### config.mk
export PLATFORM = sky130hd
export DESIGN_NAME = jk_bank_arbiter
export DESIGN_NICKNAME = d
export VERILOG_FILES = /design/src/rtl/jk_pkg.sv /design/src/rtl/jk_cell.sv /design/src/rtl/jk_bank_arbiter.sv
export SDC_FILE = /design/constraint.sdc
export NUM_CORES = 1
export LEC_CHECK = 0
export CORE_MARGIN = 2
export CORE_UTILIZATION = 45
export CTS_CLUSTER_SIZE = 24
export DETAILED_ROUTE_END_ITERATION = 10
export GPL_ROUTABILITY_DRIVEN = 0
export PLACE_DENSITY_LB_ADDON = 0.15
export SYNTH_ARGS = -nofsm -noshare
export SYNTH_HDL_FRONTEND = slang
export SYNTH_SLANG_ARGS = --single-unit
### constraint.sdc
create_clock -name clk -period 5.02 [get_ports clk]
set_input_delay 1.004 -clock clk [delete_from_list [all_inputs] [get_ports clk]]
set_output_delay 1.004 -clock clk [all_outputs]
set_load 0.01 [all_outputs]
### src/rtl/jk_pkg.sv
// Shared encodings for the JK register bank and its two-requester arbiter.
package jk_pkg;

   localparam logic [1:0] JK_HOLD = 2'b00;
   localparam logic [1:0] JK_RST  = 2'b01;
   localparam logic [1:0] JK_SET  = 2'b10;
   localparam logic [1:0] JK_TGL  = 2'b11;

   localparam logic REQ0 = 1'b0;
   localparam logic REQ1 = 1'b1;

endpackage

### src/rtl/jk_cell.sv
// One rising-edge JK flip-flop with synchronous clear; q1 is always the complement of q.
module jk_cell
   import jk_pkg::*;
(
   input  logic clk,
   input  logic reset,
   input  logic j,
   input  logic k,
   output logic q,
   output logic q1
);

   always_ff @(posedge clk) begin
      if (reset) begin
         q <= 1'b0;
      end else begin
         case ({j, k})
            JK_RST:  q <= 1'b0;
            JK_SET:  q <= 1'b1;
            JK_TGL:  q <= ~q;
            default: q <= q;
         endcase
      end
   end

   assign q1 = ~q;

endmodule

### src/rtl/jk_bank_arbiter.sv
// Round-robin arbiter letting two requesters apply one JK operation per clock to a shared bank of JK cells.
module jk_bank_arbiter
   import jk_pkg::*;
#(
   parameter int WIDTH = 6,
   parameter int IDXW  = 3
)(
   input  logic             clk,
   input  logic             reset,
   input  logic [1:0]       req_valid,
   input  logic [1:0]       req0_op,
   input  logic [IDXW-1:0]  req0_idx,
   input  logic [1:0]       req1_op,
   input  logic [IDXW-1:0]  req1_idx,
   output logic [1:0]       req_ready,
   output logic [1:0]       done,
   output logic             err,
   output logic [WIDTH-1:0] q,
   output logic [WIDTH-1:0] q1
);

   logic             last_grant;
   logic             gnt_id;
   logic             transfer;
   logic             idx_oob;
   logic [1:0]       sel_op;
   logic [IDXW-1:0]  sel_idx;
   logic [WIDTH-1:0] cell_j;
   logic [WIDTH-1:0] cell_k;

   // Under contention the requester that did not win last time gets the grant.
   always_comb begin
      req_ready = 2'b00;
      if (!reset) begin
         case (req_valid)
            2'b01:   req_ready = 2'b01;
            2'b10:   req_ready = 2'b10;
            2'b11:   req_ready = (last_grant == REQ1) ? 2'b01 : 2'b10;
            default: req_ready = 2'b00;
         endcase
      end
   end

   assign transfer = |req_ready;
   assign gnt_id   = req_ready[1] ? REQ1 : REQ0;
   assign sel_op   = (gnt_id == REQ1) ? req1_op  : req0_op;
   assign sel_idx  = (gnt_id == REQ1) ? req1_idx : req0_idx;
   assign idx_oob  = int'(sel_idx) >= WIDTH;

   for (genvar c = 0; c < WIDTH; c++) begin : g_cell
      logic hit;
      assign hit       = transfer && (sel_idx == IDXW'(c));
      assign cell_j[c] = hit & sel_op[1];
      assign cell_k[c] = hit & sel_op[0];

      jk_cell u_cell (
         .clk   (clk),
         .reset (reset),
         .j     (cell_j[c]),
         .k     (cell_k[c]),
         .q     (q[c]),
         .q1    (q1[c])
      );
   end

   // Every accepted op, including holds and out-of-range targets, moves the round-robin pointer.
   always_ff @(posedge clk) begin
      if (reset) begin
         last_grant <= REQ1;
         done       <= 2'b00;
         err        <= 1'b0;
      end else begin
         done <= req_ready;
         err  <= transfer && idx_oob;
         if (transfer) begin
            last_grant <= gnt_id;
         end
      end
   end

endmodule

==> out/results.ini <==
[outcome]
outcome=complete, no violations

[synthesis]
synth_area_um2=754
ys_ff_latch=10
synthDistinctLibCells=29
dominantRegCellSynth=dfxtp_1
syn_area_per_cell_um2=8.38
netlist_instances=90
synthArstFlopShare=0
syn_nets=104
synth-edff-count=0
yosys_warnings=0
yosysSeqAreaShare=0.265

[clock_network]
post_cts_buffers=0
cts.sinks=10
insertion_delay_ps=270
cts_tree=done
cts_buffers=3
clockBufferDepth=2
cts-root-buf=clkbuf_4
cts_hold_buffers=0
post_cts_resized=0
clk_pin_slew_worst_paths_ps=70
h-tree-depth=1

[power_and_ir_drop]
power_frac_seq=0.409
power.leakage_nw=0.365
ir_worst_vdd_mv=0.156
p_comb_frac=0.226
powerDensity_nw_per_um2=210
p_int_mw=0.150
p_sw_mw=0.0534
power_mw=0.203
clockPowerShare=0.364
swShare=0.262

[sta]
slew_viol_final=0
hold_viol=0
rsz0062_at_grt=false
worst_slew_pin_slew_ps=413
setup_violations=0
relSlewSlack=0.724
finClkSkew_ps=2.52
max_freq_ghz=0.270
fin_crit_sh=0.738
final.min_clock_period_ps=3710
finalSetupTns_ps=0

[floorplan]
num_rows=14
start_util=0.489
die_height_um=44.9
die_w_um=44.9
fp.dieArea_um2=2020
boundaryPins=31
coreArea_um2=1540

[route]
first_iter_violations=17
dr_total_vias=670
via_per_inst=5.40
drt_first_pass_iters=4
post_drt_wl_per_cell_um=12.3
drc=0
ant_nets=0
wl_um=1520

[setup_path]
rr_worst_depth=5
slowest_stage=clkdlybuf4s50_1
critPathKind=primary input to primary output
cp-start-kind=primary input
required_ps=4020
r2r_setup_slack_ps=3400
crit_chain=clkdlybuf4s50_1 -> nor2b_4 -> and2_4 -> clkdlybuf4s50_1
critPathArrivalTime_ps=2700
critPathCaptureType=primary output
worst_path_largest_cell_delay_ps=610
cp_common_cell=clkdlybuf4s50_1
path_max_fanout=10

[global_route]
overflow=0
grt_max_degree=11
grt_pass1_vias=577
antenna_found_initial=0
grt_util_all_layers=0.173
grt_first_pass_wirelength_um=2460

[place]
portBuffers=30
place_hpwl_um=1240
placed_area_um2=935

[hold_path]
hold_depth=2
min_path_type=register to register

[layout]
final_area_um2=971
syn2layout_area_growth_pct=28.7
antenna_cells=0
nets=123
drive_above_1_share=0.130

[flow_run]
drv_cap=0

-- area by class of cell --
type,instances,area [um^2]
clock buffer,4,36.3
fill,145,571
inverter,10,37.5
multi-input combinational,54,377
sequential,10,200
tap,16,20.0
timing repair buffer,30,300
-- cells by family (layout without fill, tap and decap cells) --
kind of cell    count (synthesis)  after routing  synth area share
compound gates                 25             25             0.265
buf+inv                        26             44             0.235
flops                          10             10             0.265
simple gates                   27             27             0.207
mux                             2              2            0.0265
-- Yosys cell counts, types with 2 or more instances --
library cell | instances | share of area
a31oi_1 | 3 | 0.025
a21oi_1 | 9 | 0.060
nor2_1 | 11 | 0.055
or4_1 | 2 | 0.020
o31ai_1 | 2 | 0.020
buf_6 | 2 | 0.030
nand2_1 | 4 | 0.020
mux2i_1 | 2 | 0.027
a221o_2 | 4 | 0.060
dfxtp_1 | 10 | 0.27
nand2b_1 | 2 | 0.017
inv_1 | 10 | 0.050
buf_4 | 13 | 0.13
-- sequential cells by signal, indices dropped and copies added, names as in the netlist --
signal	cells
done	2
g_cell.u_cell.q	6
err	1
last_grant	1
-- final timing paths --
kind,from,endpoint
worst max-delay path,reset,req_ready[1]
worst min-delay path,g_cell[5].u_cell.q,g_cell[5].u_cell.q
worst max register to register,last_grant,g_cell[3].u_cell.q
worst min register to register,g_cell[5].u_cell.q,g_cell[5].u_cell.q
-- metal layers --
layer  part of all wire  vias to the layer above  global-route usage
met5                  0                        -                   0
met4              0.012                        0               0.124
met3              0.056                        2              0.0520
met2               0.47                       24               0.269
met1               0.46                      304               0.200
li1                   -                      340                   -
-- power groups by stage --
stage / combinational, mW / clock, mW / sequential [mW]
after floorplan: 0.0278 / 0 / 0.0856
after CTS: 0.0460 / 0.0763 / 0.0833
after global routing: 0.0507 / 0.0803 / 0.0834
after global placement: 0.0451 / 0 / 0.0851
final: 0.0461 / 0.0741 / 0.0832
after detailed placement: 0.0457 / 0 / 0.0852
-- per-stage QoR --
step	setup slack [ps]	utilization	hold WS, ps	std cells
finish	1310	0.630	508	124
global placement	1340	0.606	487	120
CTS	1310	0.630	510	124
detailed placement	1310	0.606	496	120
global route	1190	0.630	543	124
floorplan	2320	-	454	90
-- worst max-delay path, delay by kind of cell --
family / cells / cell delay (ps)
buf+inv: 2 / 1160
simple gates: 2 / 530
-- cells in the final DEF (no fill, tap or decap), types with 2 or more instances in the layout --
cell              n
a21oi_1           9
a221o_2           4
a31oi_1           3
clkbuf_4          3
clkdlybuf4s50_1  30
dfxtp_1          10
inv_1            10
mux2i_1           2
nand2_1           4
nand2b_1          2
nor2_1           11
o31ai_1           2
or4_1             2
Note: power is estimated with default switching activity, not from simulation.
